==> config.mk <==
export PLATFORM = sky130hd
export DESIGN_NAME = watch_display_scan
export DESIGN_NICKNAME = d
export VERILOG_FILES = /design/src/rtl/watch_pkg.sv /design/src/rtl/bin2bcd_seq.sv /design/src/rtl/watch_display_scan.sv
export SDC_FILE = /design/constraint.sdc
export NUM_CORES = 1
export LEC_CHECK = 0
export BUFFER_PORTS_ARGS = -buffer_cell sky130_fd_sc_hd__buf_4
export CORE_ASPECT_RATIO = 1.5
export CORE_MARGIN = 1
export CORE_UTILIZATION = 46
export CTS_CLUSTER_DIAMETER = 200
export DETAILED_ROUTE_END_ITERATION = 12
export PLACE_DENSITY_LB_ADDON = 0.1
export SYNTH_ARGS = -nofsm -noshare
export SYNTH_HDL_FRONTEND = slang
export SYNTH_SLANG_ARGS = --single-unit
==> constraint.sdc <==
create_clock -name clk -period 2.98 [get_ports clk]
set_input_delay 0.149 -clock clk [delete_from_list [all_inputs] [get_ports clk]]
set_output_delay 0.149 -clock clk [all_outputs]
set_load 0.01 [all_outputs]
==> src/rtl/watch_pkg.sv <==
// Shared constants, FSM state type and 7-segment decode for the watch display path.
package watch_pkg;

    localparam int NUM_DIGITS = 6;

    localparam logic MODE_TIME = 1'b0;
    localparam logic MODE_DATE = 1'b1;

    typedef enum logic [1:0] {
        ST_IDLE  = 2'd0,
        ST_CONV0 = 2'd1,
        ST_CONV1 = 2'd2,
        ST_CONV2 = 2'd3
    } conv_state_t;

    // Active-high gfedcba patterns
    localparam logic [6:0] SEG_0     = 7'h3F;
    localparam logic [6:0] SEG_1     = 7'h06;
    localparam logic [6:0] SEG_2     = 7'h5B;
    localparam logic [6:0] SEG_3     = 7'h4F;
    localparam logic [6:0] SEG_4     = 7'h66;
    localparam logic [6:0] SEG_5     = 7'h6D;
    localparam logic [6:0] SEG_6     = 7'h7D;
    localparam logic [6:0] SEG_7     = 7'h07;
    localparam logic [6:0] SEG_8     = 7'h7F;
    localparam logic [6:0] SEG_9     = 7'h6F;
    localparam logic [6:0] SEG_BLANK = 7'h00;

    // BCD nibble to active-high segments; non-decimal nibbles are blanked
    function automatic logic [6:0] seg_decode(input logic [3:0] nib);
        logic [6:0] pat;
        case (nib)
            4'd0:    pat = SEG_0;
            4'd1:    pat = SEG_1;
            4'd2:    pat = SEG_2;
            4'd3:    pat = SEG_3;
            4'd4:    pat = SEG_4;
            4'd5:    pat = SEG_5;
            4'd6:    pat = SEG_6;
            4'd7:    pat = SEG_7;
            4'd8:    pat = SEG_8;
            4'd9:    pat = SEG_9;
            default: pat = SEG_BLANK;
        endcase
        return pat;
    endfunction

endpackage

==> src/rtl/bin2bcd_seq.sv <==
// Sequential 12-bit binary to 4-digit BCD converter (double dabble).
// One load cycle, then twelve add-3/shift cycles; done pulses with bcd valid.
module bin2bcd_seq (
    input  logic        clk,
    input  logic        rst,
    input  logic        start,
    input  logic [11:0] bin,
    output logic        busy,
    output logic        done,
    output logic [15:0] bcd
);

    logic [27:0] r_sh;
    logic [3:0]  r_cnt;
    logic        r_busy;
    logic        r_done;

    // One double-dabble iteration: correct every BCD nibble >= 5, then shift left
    function automatic logic [27:0] dabble_step(input logic [27:0] v);
        logic [27:0] t;
        t = v;
        for (int n = 0; n < 4; n++) begin
            if (t[12 + 4*n +: 4] >= 4'd5) begin
                t[12 + 4*n +: 4] = t[12 + 4*n +: 4] + 4'd3;
            end else begin
                t[12 + 4*n +: 4] = t[12 + 4*n +: 4];
            end
        end
        return {t[26:0], 1'b0};
    endfunction

    // Load on start (restarting any run in progress), then iterate twelve times
    always_ff @(posedge clk) begin
        if (rst) begin
            r_sh   <= 28'd0;
            r_cnt  <= 4'd0;
            r_busy <= 1'b0;
            r_done <= 1'b0;
        end else if (start) begin
            r_sh   <= {16'd0, bin};
            r_cnt  <= 4'd0;
            r_busy <= 1'b1;
            r_done <= 1'b0;
        end else if (r_busy) begin
            r_sh   <= dabble_step(r_sh);
            r_cnt  <= r_cnt + 4'd1;
            r_busy <= (r_cnt != 4'd11);
            r_done <= (r_cnt == 4'd11);
        end else begin
            r_done <= 1'b0;
        end
    end

    assign busy = r_busy;
    assign done = r_done;
    assign bcd  = r_sh[27:12];

endmodule

==> src/rtl/watch_display_scan.sv <==
// Six-digit multiplexed 7-segment scanner for the time/date page.
// Each frame boundary snapshots the selected page and converts it to BCD;
// the result is shown from the following frame boundary on (one-frame lag).
module watch_display_scan
    import watch_pkg::*;
#(
    parameter int SCAN_DIV   = 50000,
    parameter bit SEG_ACT_LO = 1'b1
) (
    input  logic        clk,
    input  logic        rst,
    input  logic        mode,
    input  logic [11:0] year,
    input  logic [3:0]  month,
    input  logic [4:0]  day,
    input  logic [5:0]  hour,
    input  logic [5:0]  minute,
    input  logic [5:0]  second,
    output logic [7:0]  seg,
    output logic [5:0]  an,
    output logic        busy
);

    localparam int             PW         = (SCAN_DIV > 1) ? $clog2(SCAN_DIV) : 1;
    localparam logic [PW-1:0]  PRESC_LAST = PW'(SCAN_DIV - 1);
    localparam logic [2:0]     IDX_LAST   = 3'(NUM_DIGITS - 1);
    localparam logic [7:0]     SEG_OFF    = SEG_ACT_LO ? 8'hFF : 8'h00;
    localparam logic [5:0]     AN_OFF     = SEG_ACT_LO ? 6'h3F : 6'h00;

    logic [PW-1:0]           r_presc;
    logic [2:0]              r_idx;
    logic                    r_first;
    logic                    w_wrap;
    logic                    w_frame;

    conv_state_t             r_state;
    conv_state_t             w_state_nxt;
    logic                    r_kick;
    logic                    w_kick_nxt;
    logic                    r_busy;
    logic                    w_done_ok;

    logic                    r_snap_mode;
    logic [11:0]             r_snap0;
    logic [11:0]             r_snap1;
    logic [11:0]             r_snap2;
    logic [11:0]             w_bin;

    logic [15:0]             r_work;
    logic [4*NUM_DIGITS-1:0] r_pend;
    logic                    r_pend_mode;
    logic [4*NUM_DIGITS-1:0] r_disp;
    logic                    r_disp_mode;

    logic                    w_bcd_busy;
    logic                    w_bcd_done;
    logic [15:0]             w_bcd;
    logic                    w_unused;

    logic [3:0]              w_nib;
    logic [5:0]              w_an_raw;
    logic                    w_dp;
    logic [7:0]              w_seg_raw;

    assign w_wrap    = (r_presc == PRESC_LAST);
    assign w_frame   = r_first | (w_wrap & (r_idx == IDX_LAST));
    assign w_done_ok = w_bcd_done & ~r_kick;
    assign w_unused  = ^{w_bcd[15:8], w_bcd_busy};

    // Arm a capture for the first cycle out of reset
    always_ff @(posedge clk) begin
        if (rst) begin
            r_first <= 1'b1;
        end else begin
            r_first <= 1'b0;
        end
    end

    // Prescaler and digit index
    always_ff @(posedge clk) begin
        if (rst) begin
            r_presc <= '0;
            r_idx   <= 3'd0;
        end else if (w_wrap) begin
            r_presc <= '0;
            r_idx   <= (r_idx == IDX_LAST) ? 3'd0 : r_idx + 3'd1;
        end else begin
            r_presc <= r_presc + PW'(1);
        end
    end

    // Frame boundary: publish pending digits and snapshot the selected page
    always_ff @(posedge clk) begin
        if (rst) begin
            r_disp      <= '0;
            r_disp_mode <= MODE_TIME;
            r_snap_mode <= MODE_TIME;
            r_snap0     <= 12'd0;
            r_snap1     <= 12'd0;
            r_snap2     <= 12'd0;
        end else if (w_frame) begin
            r_disp      <= r_pend;
            r_disp_mode <= r_pend_mode;
            r_snap_mode <= mode;
            r_snap0     <= (mode == MODE_DATE) ? {7'd0, day}   : {6'd0, second};
            r_snap1     <= (mode == MODE_DATE) ? {8'd0, month} : {6'd0, minute};
            r_snap2     <= (mode == MODE_DATE) ? year          : {6'd0, hour};
        end else begin
            r_disp      <= r_disp;
            r_disp_mode <= r_disp_mode;
        end
    end

    // Conversion FSM state, start strobe and busy flag
    always_ff @(posedge clk) begin
        if (rst) begin
            r_state <= ST_IDLE;
            r_kick  <= 1'b0;
            r_busy  <= 1'b0;
        end else begin
            r_state <= w_state_nxt;
            r_kick  <= w_kick_nxt;
            r_busy  <= (w_state_nxt != ST_IDLE);
        end
    end

    // Conversion FSM next state; a frame boundary always (re)starts at field 0
    always_comb begin
        w_state_nxt = r_state;
        w_kick_nxt  = 1'b0;
        if (w_frame) begin
            w_state_nxt = ST_CONV0;
            w_kick_nxt  = 1'b1;
        end else begin
            case (r_state)
                ST_IDLE: begin
                    w_state_nxt = ST_IDLE;
                end
                ST_CONV0: begin
                    if (w_done_ok) begin
                        w_state_nxt = ST_CONV1;
                        w_kick_nxt  = 1'b1;
                    end else begin
                        w_state_nxt = ST_CONV0;
                    end
                end
                ST_CONV1: begin
                    if (w_done_ok) begin
                        w_state_nxt = ST_CONV2;
                        w_kick_nxt  = 1'b1;
                    end else begin
                        w_state_nxt = ST_CONV1;
                    end
                end
                ST_CONV2: begin
                    if (w_done_ok) begin
                        w_state_nxt = ST_IDLE;
                    end else begin
                        w_state_nxt = ST_CONV2;
                    end
                end
                default: begin
                    w_state_nxt = ST_IDLE;
                end
            endcase
        end
    end

    // Field selection for the converter
    always_comb begin
        w_bin = 12'd0;
        case (r_state)
            ST_CONV0: w_bin = r_snap0;
            ST_CONV1: w_bin = r_snap1;
            ST_CONV2: w_bin = r_snap2;
            default:  w_bin = 12'd0;
        endcase
    end

    bin2bcd_seq u_bin2bcd (
        .clk   (clk),
        .rst   (rst),
        .start (r_kick),
        .bin   (w_bin),
        .busy  (w_bcd_busy),
        .done  (w_bcd_done),
        .bcd   (w_bcd)
    );

    // Collect field results; pending only changes once all three fields are done
    always_ff @(posedge clk) begin
        if (rst) begin
            r_work      <= 16'd0;
            r_pend      <= '0;
            r_pend_mode <= MODE_TIME;
        end else if (w_done_ok && !w_frame) begin
            case (r_state)
                ST_CONV0: r_work[7:0]  <= w_bcd[7:0];
                ST_CONV1: r_work[15:8] <= w_bcd[7:0];
                ST_CONV2: begin
                    r_pend      <= {w_bcd[7:0], r_work};
                    r_pend_mode <= r_snap_mode;
                end
                default: r_work <= r_work;
            endcase
        end else begin
            r_work <= r_work;
        end
    end

    // Digit select, decimal point and segment decode for the current index
    always_comb begin
        w_nib    = 4'h0;
        w_an_raw = 6'b000000;
        case (r_idx)
            3'd0: begin w_nib = r_disp[3:0];   w_an_raw = 6'b000001; end
            3'd1: begin w_nib = r_disp[7:4];   w_an_raw = 6'b000010; end
            3'd2: begin w_nib = r_disp[11:8];  w_an_raw = 6'b000100; end
            3'd3: begin w_nib = r_disp[15:12]; w_an_raw = 6'b001000; end
            3'd4: begin w_nib = r_disp[19:16]; w_an_raw = 6'b010000; end
            3'd5: begin w_nib = r_disp[23:20]; w_an_raw = 6'b100000; end
            default: begin w_nib = 4'h0; w_an_raw = 6'b000000; end
        endcase
        if ((r_disp_mode == MODE_TIME) && ((r_idx == 3'd2) || (r_idx == 3'd4))) begin
            w_dp = 1'b1;
        end else begin
            w_dp = 1'b0;
        end
        w_seg_raw = {w_dp, seg_decode(w_nib)};
    end

    // Register seg and an together with board polarity applied
    always_ff @(posedge clk) begin
        if (rst) begin
            seg <= SEG_OFF;
            an  <= AN_OFF;
        end else begin
            seg <= SEG_ACT_LO ? ~w_seg_raw : w_seg_raw;
            an  <= SEG_ACT_LO ? ~w_an_raw  : w_an_raw;
        end
    end

    assign busy = r_busy;

endmodule

==> results.toml <==
[finish]
area_growth_pct = 16.5
final_cell_mix = "dfxtp_1, nand2_1, nor2_1"
final_common_cell = "dfxtp_1"
regArea_um2 = 3100
nets = 831
multi_input_area_um2 = 3130
nFillCells = 1286
postLayoutCellArea_um2 = 7650
insertedDiodeCount = 0
final_util = 0.546
drive_above_1_share = 0.154

[yosys]
ys_seq_area_frac = 0.473
avgSynthCellArea_um2 = 8.96
synth_area_um2 = 6560
synthArstFlopShare = 0
yosys_most_used_dff = "dfxtp_1"
yosysWarnings = 0
synth_nets = 790
ys_types = 55
syn_inst = 732
synth_edf_count = 0
yosys_register_bits = 155

[route]
wl_um = 13800
postRouteAntennaNets = 0
vias = 5050
detail_route.iter0.violations = 208
routedWlPerCell_um = 14.1
vias_per_cell = 5.16
drcViolationCount = 0
drt-pass1-iter-count = 8

[min_path]
hp-class = "in2reg"
hold_path_startpoint = "year[7]"

[floorplanning]
initial_core_util = 0.469
die_h_um = 148
dieWidth_um = 99.5
rows = 53
die-area_um2 = 14800
core_area_um2 = 14000
ios = 57

[grt]
grt.met1_usage = 0.203
gr-usage-all-layers = 0.194
antenna_found_initial = 0
met3_usage = 0.0489
gr-total-overflow = 0
grt_max_degree = 64
gr-max-usage-layer = "met2"
grt_pass1_wl_um = 22600
grt_pass1_vias = 4871
gr-usage-met2 = 0.365

[setup_path]
endpoint_kind = "flop"
crit_start = "r_idx[1]"
critPathMaxFanout = 16
required_ns = 3.27
cp.arrival_ns = 2.76
cpPeakStageDelay_ns = 0.61
path_class = "reg2reg"
startpoint_type = "flop"
rr_startpoint = "r_idx[1]"
crit_slowest_cell = "dfxtp_1"
worst-r2r-setup-slack_ns = 0.50
timing.critical_path.cells = "nor2b_1 -> and2_1 -> a2111oi_0 -> buf_4 -> inv_1 -> ha_1 -> mux2i_1 -> a21oi_1"

[clock_tree]
cts_setup_buffers = 0
clock_path_buffers = 2
clock-sinks = 155
clk_root_buffer_cell = "clkbuf_16"
clock_latency_ns = 0.42
h-tree-depth = 4
tritoncts = "built"
numCtsBuffers = 17
clk_pin_slew_ns = 0.07
cts_resized = 0

[power]
p_leak_nw = 3.01
ir_worst_vdd_mv = 0.268
power_density_nw_per_um2 = 572
power_w = 0.00437

[placement]
io_buffers = 56
hpwl_um = 9630
gp_congestion = 0.878
dpl_cell_area_um2 = 7060

[sta]
maxSlewViolCount = 0
period_share = 0.831
hold_viol = 0
max_freq_mhz = 404
period_needed_ns = 2.48
fin_skew_ns = 0.0145
setup_tns_ns = 0
tightest_slew_ns = 0.694
rsz0062_at_grt = "false"
relSlewSlack = 0.538
setup_viol = 0

[job]
cap_violations = 0

[outcome]
status = "complete, no violations"
-- synthesized netlist by cell type, types with 2 or more instances --
| master | instances | area [um2] |
|---|---|---|
| nand3_1 | 13 | 65.1 |
| or3_1 | 4 | 25.0 |
| a211oi_2 | 10 | 125 |
| xor2_1 | 6 | 52.6 |
| nand2_1 | 102 | 383 |
| nor2_1 | 96 | 360 |
| a222oi_1 | 6 | 60.1 |
| a21oi_1 | 69 | 345 |
| buf_4 | 6 | 45.0 |
| o22a_1 | 4 | 35.0 |
| nor3_1 | 15 | 75.1 |
| or2_2 | 2 | 12.5 |
| a22oi_1 | 2 | 15.0 |
| buf_6 | 3 | 33.8 |
| buf_2 | 9 | 45.0 |
| dfxtp_1 | 155 | 3100 |
| nor2b_1 | 4 | 25.0 |
| nand3b_1 | 9 | 67.6 |
| mux2_2 | 2 | 22.5 |
| a2111oi_0 | 2 | 17.5 |
| inv_1 | 15 | 56.3 |
| a31oi_1 | 9 | 56.3 |
| and3_1 | 2 | 12.5 |
| xnor2_1 | 14 | 123 |
| o21ai_0 | 22 | 110 |
| a21o_1 | 3 | 22.5 |
| nand2b_1 | 9 | 56.3 |
| buf_8 | 2 | 30.0 |
| nand4_1 | 3 | 18.8 |
| ha_1 | 16 | 200 |
| mux2i_1 | 57 | 571 |
| and2_1 | 3 | 18.8 |
| and4_1 | 2 | 17.5 |
| clkbuf_1 | 28 | 105 |
| a211oi_1 | 7 | 52.6 |
| nor4b_2 | 2 | 30.0 |
-- cell type report --
class | instances | share of cell area
Clock buffer | 18 | 0.0561
Clock inverter | 14 | 0.0160
Inverter | 15 | 0.00736
Multi-Input combinational cell | 512 | 0.410
Sequential cell | 155 | 0.406
Tap cell | 192 | 0.0314
Timing Repair Buffer | 72 | 0.0733
-- registers in the layout (all words and copies together) (netlist names), 8 cells and up --
name            count
r_pend             24
r_snap2            12
seg                 8
r_disp             24
r_presc            16
u_bin2bcd.r_sh     20
r_work             16
-- metrics by stage --
stage,cells,hold slack [ns],setup slack (ns)
6_report,978,0.0204,0.502
5_1_grt,978,0.0162,0.285
4_1_cts,978,0.0000789,0.468
3_5_place_dp,943,0.441,0.476
3_3_place_gp,943,0.434,0.504
2_1_floorplan,732,0.177,0.485
-- what timing repair did --
action | 4_1_cts | 5_1_grt
endpoints found under the setup margin | 0 | 0
hold endpoints to repair | 3 | 0
hold buffers | 3 | 0
-- worst max-delay path: cells and delay by family (launching register included) --
| family | cells | cell delay (ns) |
|---|---|---|
| buf+inv | 2 | 0.29 |
| flops | 1 | 0.61 |
| fa+ha+maj | 1 | 0.19 |
| mux | 1 | 0.15 |
| compound gates | 2 | 0.67 |
| simple gates | 2 | 0.44 |
-- final timing paths --
path,depth (start not counted),endpoint
setup / recovery,8,seg[0]
hold reg to reg,2,r_disp[23]
setup reg to reg,8,seg[0]
hold / removal,3,r_snap2[7]
-- metal layers --
layer	share of wire	up-vias
li1	-	2594
met1	0.40	2362
met2	0.55	67
met3	0.022	27
met4	0.026	0
met5	0	-
-- power by group --
group,total [W],internal (W),switching (W)
Sequential,0.00214,0.00211,0.0000262
Combinational,0.000233,0.000106,0.000127
Clock,0.00200,0.00115,0.000853
-- cell families after synthesis --
family,synth area share
AO/OA/AOI/OAI,0.143
adder cells (fa/ha/maj),0.0305
flip-flops,0.473
buffers and inverters,0.0494
multiplexers,0.0904
AND/OR/NAND/NOR,0.187
XOR/XNOR,0.0267
(Power assumes the default switching activity.)
